<file path="src/rtl/serial_sub_pkg.sv">
// Shared FSM encodings and helpers for the bit-serial arithmetic blocks.
// The serial subtractor uses this package, and the serial divider is meant to reuse it.
package serial_sub_pkg;

  typedef enum logic [1:0] {
    ST_IDLE = 2'd0,
    ST_RUN  = 2'd1,
    ST_DONE = 2'd2
  } sub_state_e;

  // Signed overflow of a - b: operand signs differ and the result sign left the minuend's.
  function automatic logic sub_ovf(input logic a_sign, input logic b_sign, input logic d_sign);
    return (a_sign != b_sign) && (d_sign != a_sign);
  endfunction

endpackage

</file>
<file path="src/rtl/serial_subtractor_if.sv">
// Operand/result handshake bundle for serial_subtractor.
// The ovf signal exists only when SERIAL_SUB_OVF_EN is defined.
interface serial_subtractor_if #(parameter int WIDTH = 8);

  logic             in_valid;
  logic             in_ready;
  logic [WIDTH-1:0] a;
  logic [WIDTH-1:0] b;
  logic             out_valid;
  logic             out_ready;
  logic [WIDTH-1:0] diff;
  logic             borrow;
`ifdef SERIAL_SUB_OVF_EN
  logic             ovf;

  modport master (
    output in_valid, a, b, out_ready,
    input  in_ready, out_valid, diff, borrow, ovf
  );

  modport slave (
    input  in_valid, a, b, out_ready,
    output in_ready, out_valid, diff, borrow, ovf
  );
`else
  modport master (
    output in_valid, a, b, out_ready,
    input  in_ready, out_valid, diff, borrow
  );

  modport slave (
    input  in_valid, a, b, out_ready,
    output in_ready, out_valid, diff, borrow
  );
`endif

endinterface

</file>
<file path="src/rtl/serial_subtractor_fs.sv">
// One-bit full subtractor cell: x - y - bin -> difference bit d, borrow out bout.
module full_subtractor (
  input  logic x,
  input  logic y,
  input  logic bin,
  output logic d,
  output logic bout
);

  assign d    = x ^ y ^ bin;
  assign bout = (~x & y) | (~(x ^ y) & bin);

endmodule

</file>
<file path="src/rtl/serial_subtractor.sv">
// Bit-serial subtractor: diff = a - b, computed LSB-first at one bit per clock over WIDTH cycles.
// Optional signed-overflow output is enabled by the macro SERIAL_SUB_OVF_EN.
module serial_subtractor
  import serial_sub_pkg::*;
#(
  parameter int WIDTH = 8
) (
  input logic                 clk,
  input logic                 rst,
  serial_subtractor_if.slave  bus
);

  localparam int              CNT_W    = $clog2(WIDTH + 1);
  localparam logic [CNT_W-1:0] CNT_LAST = CNT_W'(WIDTH - 1);

  sub_state_e       state_r;
  sub_state_e       state_s;
  logic             accept_s;
  logic             last_s;
  logic             in_ready_r;
  logic             out_valid_r;
  logic [WIDTH-1:0] sa_r;
  logic [WIDTH-1:0] sb_r;
  logic [WIDTH-1:0] diff_r;
  logic [WIDTH:0]   diff_cat_s;
  logic             bflop_r;
  logic [CNT_W-1:0] cnt_r;
  logic             d_s;
  logic             bo_s;

  full_subtractor u_fs (
    .x    (sa_r[0]),
    .y    (sb_r[0]),
    .bin  (bflop_r),
    .d    (d_s),
    .bout (bo_s)
  );

  // Next-state decode; the unused encoding 2'd3 falls back to IDLE.
  always_comb begin
    state_s  = state_r;
    accept_s = 1'b0;
    case (state_r)
      ST_IDLE: begin
        if (bus.in_valid) begin
          state_s  = ST_RUN;
          accept_s = 1'b1;
        end else begin
          state_s  = ST_IDLE;
        end
      end
      ST_RUN: begin
        if (cnt_r == CNT_LAST) begin
          state_s = ST_DONE;
        end else begin
          state_s = ST_RUN;
        end
      end
      ST_DONE: begin
        if (bus.out_ready) begin
          state_s = ST_IDLE;
        end else begin
          state_s = ST_DONE;
        end
      end
      default: begin
        state_s = ST_IDLE;
      end
    endcase
  end

  // New difference bit enters at the MSB; the oldest bit moves toward the LSB.
  always_comb begin
    diff_cat_s = {d_s, diff_r} >> 1;
    last_s     = (state_r == ST_RUN) && (cnt_r == CNT_LAST);
  end

  // State register, with handshake flags registered alongside it.
  always_ff @(posedge clk) begin
    if (rst) begin
      state_r     <= ST_IDLE;
      in_ready_r  <= 1'b1;
      out_valid_r <= 1'b0;
    end else begin
      state_r     <= state_s;
      in_ready_r  <= (state_s == ST_IDLE);
      out_valid_r <= (state_s == ST_DONE);
    end
  end

  // Operand shifters, result shift register, borrow flop and bit counter.
  always_ff @(posedge clk) begin
    if (rst) begin
      sa_r    <= '0;
      sb_r    <= '0;
      diff_r  <= '0;
      bflop_r <= 1'b0;
      cnt_r   <= '0;
    end else if (accept_s) begin
      sa_r    <= bus.a;
      sb_r    <= bus.b;
      diff_r  <= '0;
      bflop_r <= 1'b0;
      cnt_r   <= '0;
    end else if (state_r == ST_RUN) begin
      sa_r    <= sa_r >> 1;
      sb_r    <= sb_r >> 1;
      diff_r  <= diff_cat_s[WIDTH-1:0];
      bflop_r <= bo_s;
      cnt_r   <= cnt_r + CNT_W'(1);
    end
  end

  assign bus.in_ready  = in_ready_r;
  assign bus.out_valid = out_valid_r;
  assign bus.diff      = diff_r;
  assign bus.borrow    = bflop_r;

`ifdef SERIAL_SUB_OVF_EN
  logic a_sign_r;
  logic b_sign_r;
  logic ovf_r;

  // Sign bits are captured at accept because the operand shifters lose them during RUN.
  always_ff @(posedge clk) begin
    if (rst) begin
      a_sign_r <= 1'b0;
      b_sign_r <= 1'b0;
      ovf_r    <= 1'b0;
    end else begin
      if (accept_s) begin
        a_sign_r <= bus.a[WIDTH-1];
        b_sign_r <= bus.b[WIDTH-1];
      end
      if (last_s) begin
        ovf_r <= sub_ovf(a_sign_r, b_sign_r, d_s);
      end else if ((state_r == ST_DONE) && bus.out_ready) begin
        ovf_r <= 1'b0;
      end
    end
  end

  assign bus.ovf = ovf_r;
`endif

endmodule

</file>
<file path="src/flat_wrapper.sv">
// flat-port wrapper written by rule: the top's interface ports become plain ports
module serial_subtractor_flat import serial_sub_pkg::*;
#(
  parameter int WIDTH = 8
)
  (clk, rst, bus_in_valid, bus_a, bus_b, bus_out_ready, bus_in_ready, bus_out_valid, bus_diff, bus_borrow);
  serial_subtractor_if #(.WIDTH(WIDTH)) bus_i ();
  input logic clk;
  input logic rst;
  input wire logic [$bits(bus_i.in_valid)-1:0] bus_in_valid;
  input wire logic [$bits(bus_i.a)-1:0] bus_a;
  input wire logic [$bits(bus_i.b)-1:0] bus_b;
  input wire logic [$bits(bus_i.out_ready)-1:0] bus_out_ready;
  output wire logic [$bits(bus_i.in_ready)-1:0] bus_in_ready;
  output wire logic [$bits(bus_i.out_valid)-1:0] bus_out_valid;
  output wire logic [$bits(bus_i.diff)-1:0] bus_diff;
  output wire logic [$bits(bus_i.borrow)-1:0] bus_borrow;
  assign bus_i.in_valid = bus_in_valid;
  assign bus_i.a = bus_a;
  assign bus_i.b = bus_b;
  assign bus_i.out_ready = bus_out_ready;
  assign bus_in_ready = bus_i.in_ready;
  assign bus_out_valid = bus_i.out_valid;
  assign bus_diff = bus_i.diff;
  assign bus_borrow = bus_i.borrow;
  serial_subtractor #(.WIDTH(WIDTH)) u_core (.clk(clk), .rst(rst), .bus(bus_i));
endmodule
</file>
<file path="config.mk">
export PLATFORM = sky130hd
export DESIGN_NAME = serial_subtractor_flat
export DESIGN_NICKNAME = d
export VERILOG_FILES = /design/src/rtl/serial_sub_pkg.sv /design/src/rtl/serial_subtractor_if.sv /design/src/rtl/serial_subtractor_fs.sv /design/src/rtl/serial_subtractor.sv /design/src/flat_wrapper.sv
export SDC_FILE = /design/constraint.sdc
export NUM_CORES = 1
export LEC_CHECK = 0
export CORE_MARGIN = 1
export CORE_UTILIZATION = 49
export DETAILED_ROUTE_END_ITERATION = 6
export PLACE_DENSITY = 0.77
export SETUP_SLACK_MARGIN = 0.02
export SKIP_LAST_GASP = 1
export SYNTH_ARGS = -nofsm -noshare
export SYNTH_HDL_FRONTEND = slang
export SYNTH_SLANG_ARGS = --single-unit
</file>
<file path="constraint.sdc">
create_clock -name clk -period 1.7 [get_ports clk]
set_input_delay 0.34 -clock clk [delete_from_list [all_inputs] [get_ports clk]]
set_output_delay 0.34 -clock clk [all_outputs]
set_load 0.02 [all_outputs]
</file>
# --- Word-level counts from Yosys, hierarchy flattened ---
# Index checks and enable logic that the tools add are counted.
word_totals:
  ff_bits: 33
  latch_bits: 0
  ramBits: 0
  romBits: 0
  inputBits: 20
  output_inout_bits: 11
  wordCells: 34
  memories: 0
classes:
  addsub: 1
  multipliers: 0
  div_mod_pow: 0
  n_lt_le_gt_ge: 0
  n_eq_ne: 4
  n_shift: 0
  n_mux: 10
  n_bitwise: 7
  reduce_logical: 4
op_table:
  columns: ["cell", "n"]
  rows:
  - ["$mux 8", 4]
  - ["$pmux 2 s3", 1]
  - ["$add 4x1->4 const B", 1]
  - ["$eq 2x2->1 const B", 2]
  - ["$eq 4x3->1 const B", 1]
  - ["$logic_not 2->1", 2]
  - ["$mux 2", 2]
  - ["$mux 1", 3]
  - ["$and 1x1->1", 2]
  - ["$eq 2x1->1 const B", 1]
  - ["$not 1->1", 2]
  - ["$reduce_bool 2->1", 1]
  - ["$reduce_or 2->1", 1]
  - ["$xor 1x1->1", 2]
  - ["$or 1x1->1", 1]

# --- Longest topological paths before layout ---
depth:
  word_depth: 4
  mapped_depth: 5
  ltp_nobuf: 4

# --- Modules after synthesis ---
# From an unflattened synthesis, not the netlist that was laid out.
hier_totals:
  hier_cells: 178
  area_unflattened_um2: 1575.3
by_module_without_submodules:
  columns: ["mod", "instances", "cells_per_inst", "area_per_inst_um2", "seq_area_each_um2"]
  rows:
  - ["serial_subtractor", 1, 174, 1544.0, 660.6]
  - ["full_subtractor", 1, 4, 31.3, 0.0]

# --- Worst setup path after synthesis ---
# Ideal clock, no wire load.
synth_path:
  path_type: "register to register"
  start: "register u_core.state_r[0]"
  end: "register u_core.sb_r[7]"
  setup_ns: 0.140
  arrival_ns: 1.126
  t_required_ns: 1.560
  slack_ns: 0.435
  stages_incl_launch_ff: 6
  n_path_buf: 2
  synth_period_minus_slack_ns: 1.265
  cell_sequence: "dfxtp_1 > or3b_1 > buf_2 > buf_6 > nand3_1 > a21oi_1"
synth_via:
  elab_chain_len: 3
  word_cells_on_any_way: 5
  cone_classes: "1 x eq/ne; 2 x mux; 2 x reduce/logical"
synth_lines:
  columns: ["item", "line", "rtl"]
  rows:
  - ["start, declared", "serial_subtractor.sv:16", "sub_state_e state_r;"]
  - ["start signal, assigned", "serial_subtractor.sv:85", "state_r <= state_s;"]
  - ["$logic_not 2->1", "serial_subtractor.sv:43", "case (state_r)"]
  - ["$mux 1", "serial_subtractor.sv:43", null]
  - ["$mux 8 or $reduce_bool 2->1 (tied branches)", null, null]
  - ["end signal, assigned", "serial_subtractor.sv:101", "sb_r <= bus.b;"]
  - ["end signal, assigned", "serial_subtractor.sv:107", "sb_r <= sb_r >> 1;"]
  - ["end, declared", "serial_subtractor.sv:23", "logic [WIDTH-1:0] sb_r;"]
# Parallel ways exist; a longest one is shown, timed or not.
# A chain may end at the register's enable or synchronous reset.

# --- Final worst setup path ---
layout_path:
  start: "register u_core.diff_r[0], in the netlist u_core.bus.diff[0]"
  end: "output bus_diff[0]"
layout_lines:
  columns: ["item", "line", "rtl"]
  rows:
  - ["start, declared", "serial_subtractor.sv:24", "logic [WIDTH-1:0] diff_r;"]
  - ["start signal, assigned", "serial_subtractor.sv:108", "diff_r <= diff_cat_s[WIDTH-1:0];"]
  - ["end, declared", "flat_wrapper.sv:16", "output wire logic [$bits(bus_i.diff)-1:0] bus_diff;"]
# No word-level cell between the ends.

==> flow_summary_export.csv <==
group,metric,value,unit
sta,hold_viol,0,
setup_path,critical_path_class,"register to output pin",
synth,yosysSeqAreaShare,45.9,%
floorplan,ioPinCount,31,
sta,max_freq,626,MHz
global_routing,grt_pass1_wl,5.09,mm
sta,tightestPinTransition,0.326,ns
setup_path,cp-start-kind,"register",
pwr,power_frac_seq,54.3,%
sta,rsz0062_at_grt,"no",
pwr,peakVddDrop,0.691,mV
floorplan,die_x,56.2,µm
placed_design,port_buffers,30,
run,max-cap-violations,0,
global_routing,grt_usage,21.3,%
synth,yosys.area.top_type,"dfxtp_1",
synth,synth_most_common_cell,"dfxtp_1",
synth,synth_area,1440,µm²
detailed_routing,wl,3.00,mm
detailed_routing,route.vias.total,1222,
detailed_routing,drt_iter0_drc,29,
synth,synth-compound-area-share,22.6,%
synth,synth_top_area_share,45.9,%
sta,fin_skew,0.00936,ns
synth,synthAdderAreaFrac,2.26,%
setup_path,r2r_setup_slack,0.32,ns
clock_tree,clock-sinks,33,
setup_path,required,1.36,ns
pwr,clkPwrFrac,28.6,%
cells_and_area,n_antenna_cell,0,
floorplan,fp-row-count,19,
clock_tree,tritoncts,"yes",
clock_tree,clock_path_buffers,2,
synth,ys_warn_count,0,
floorplan,start_util,51.8,%
pwr,power.switching,0.000412,W
synth,synthTopCellsByCount,"dfxtp_1 (33), nand2_1 (32), a21oi_1 (27)",
synth,synth_area_leaders,"dfxtp_1 (46%), a21oi_1 (9.4%), nand2_1 (8.3%), a211oi_2 (7.8%), nor2_2 (3.5%)",
setup_path,cp_slowest_cell,"clkdlybuf4s50_1",
global_routing,grt_max_degree,21,
cells_and_area,syn_to_final_growth,28.1,%
pwr,p_int,0.00114,W
setup_path,crit_chain,"clkdlybuf4s50_1",
synth,synth_seq_cells,33,
placed_design,hpwl,2.15,mm
setup_path,cp-end-kind,"output pin",
cells_and_area,drive_gt1_share,16.8,%
sta,drv_slew,0,
sta,min_period_over_period,94.0,%
pwr,p_leak,0.778,nW
clock_tree,cts-root-buf,"clkbuf_4",
synth,synth.distinct_cells,29,
setup_path,arrival,1.26,ns
setup_path,critPathTopFamily,"buffers and inverters",
detailed_routing,drc_errors,0,
global_routing,antenna_found_initial,0,
global_routing,grt_pass1_vias,1183,
detailed_routing,routed_via_density,5.38,
sta,max_slew_margin,78.0,%
pwr,p_sw_share,26.5,%
cells_and_area,design_area,1850,µm²
clock_tree,cts_htree_levels,2,
sta,setup_viol,0,
synth,synth_edf_count,0,
floorplan,coreArea,2780,µm²
setup_path,path_buf_inv,1,
synth,yosys.area_share.simple,21.1,%
sta,setup_ws,0.101,ns
synth,synth_xor_xnor_area_share,1.22,%
clock_tree,cts_made_buffers,5,
global_routing,overflow,0,
placed_design,finalWeightedCongestion,0.831,
clock_tree,cts.repair.resized,0,
synth,async_flop_share,0,%
placed_design,dp_slack,-0.113,ns
synth,synth_fp_nets,185,
min_path,hold_class,"register to register",
clock_tree,post_cts_buffers,0,
detailed_routing,postRouteAntennaNets,0,
clock_tree,ctsHoldBuffers,0,
pwr,power.density,842,nW/µm²
clock_tree,clk_latency,0.34,ns
detailed_routing,dr.pass1.iters,4,
synth,synth_top_family_by_area,"compound AO/OA/AOI/OAI gates",
floorplan,die_area,3160,µm²
floorplan,die_h,56.2,µm
synth,syn_area_per_cell,8.84,µm²
placed_design,placed_area,1770,µm²
synth,muxShareOfSynthArea,0,%
clock_tree,clk_pin_slew,0.08,ns
pwr,pwr-share-comb,17.1,%
detailed_routing,wl_per_cell,13.2,µm
sta,min_period,1.60,ns
cells_and_area,final_nets,218,
synth,synthFlopType,"dfxtp_1",
setup_path,crit_fanout,2,
synth,syn_inst,163,
setup_path,cp_slowest_stage_delay,0.60,ns
outcome,outcome,"finished clean",
registers in the layout (all words and copies together), names as in the netlist:
name	count
u_core.sb_r	8
u_core.bus.borrow	1
u_core.bus.diff	8
u_core.sa_r	8
u_core.bus.in_ready	1
u_core.cnt_r	4
u_core.bus.out_valid	1
u_core.state_r	2
worst paths after layout:
path | startpoint | end | cells after the start
max | u_core.bus.diff[0] | bus_diff[0] | 1
max reg2reg | u_core.state_r[0] | u_core.sb_r[5] | 4
min | u_core.bus.diff[0] | u_core.bus.diff[0] | 2
min reg2reg | u_core.bus.diff[0] | u_core.bus.diff[0] | 2
layout make-up:
type / count / area, µm²
multi-input cells: 113 / 679
flip-flops and latches: 33 / 661
repair buffers: 38 / 393
clock buffers: 7 / 55.1
well taps: 31 / 38.8
fillers: 236 / 936
inverters: 5 / 18.8
layer usage:
layer	GRT usage (%)	vias up	routed length (µm)
met2	37.6	32	1480
met3	4.88	8	155
li1	-	619	-
met5	0	-	0
met4	12.5	0	77
met1	23.0	563	1290
logic make-up after synthesis:
group,count (synthesis)
buffers and inverters,17
adders and majority gates,2
and+or+nand+nor,62
DFF,33
xor gates and xnor gates,2
AOI/OAI and AO/OA,47
per-stage QoR:
stage	utilization, %	power, W	instances	setup TNS (ns)	hold WS (ns)
after global placement	63.7	0.00111	220	-0.505	0.442
after CTS	65.6	0.00156	227	0	0.462
after global routing	66.4	0.00164	227	0	0.488
final	66.4	0.00155	227	0	0.459
after floorplan	-	0.00103	163	0	0.437
after detailed placement	63.7	0.00113	220	-1.46	0.450
power by group through the flow:
stage / sequential, W / clock [W] / combinational, W
6_report: 0.000843 / 0.000444 / 0.000266
5_1_grt: 0.000849 / 0.000494 / 0.000293
4_1_cts: 0.000843 / 0.000452 / 0.000269
3_5_place_dp: 0.000861 / 0 / 0.000267
3_3_place_gp: 0.000858 / 0 / 0.000256
2_1_floorplan: 0.000860 / 0 / 0.000171
placed cells by master (no fill, tap or decap), types with 3 or more instances in the layout:
master           instances
dfxtp_1                 33
nand2_1                 32
a21oi_1                 27
clkdlybuf4s50_1         22
a211oi_2                 9
nor2_1                   8
nor2_2                   8
dlymetal6s2s_1           8
buf_4                    7
inv_1                    5
clkbuf_4                 5
a211oi_1                 4
nand3_1                  3
(Power assumes the default switching activity.)
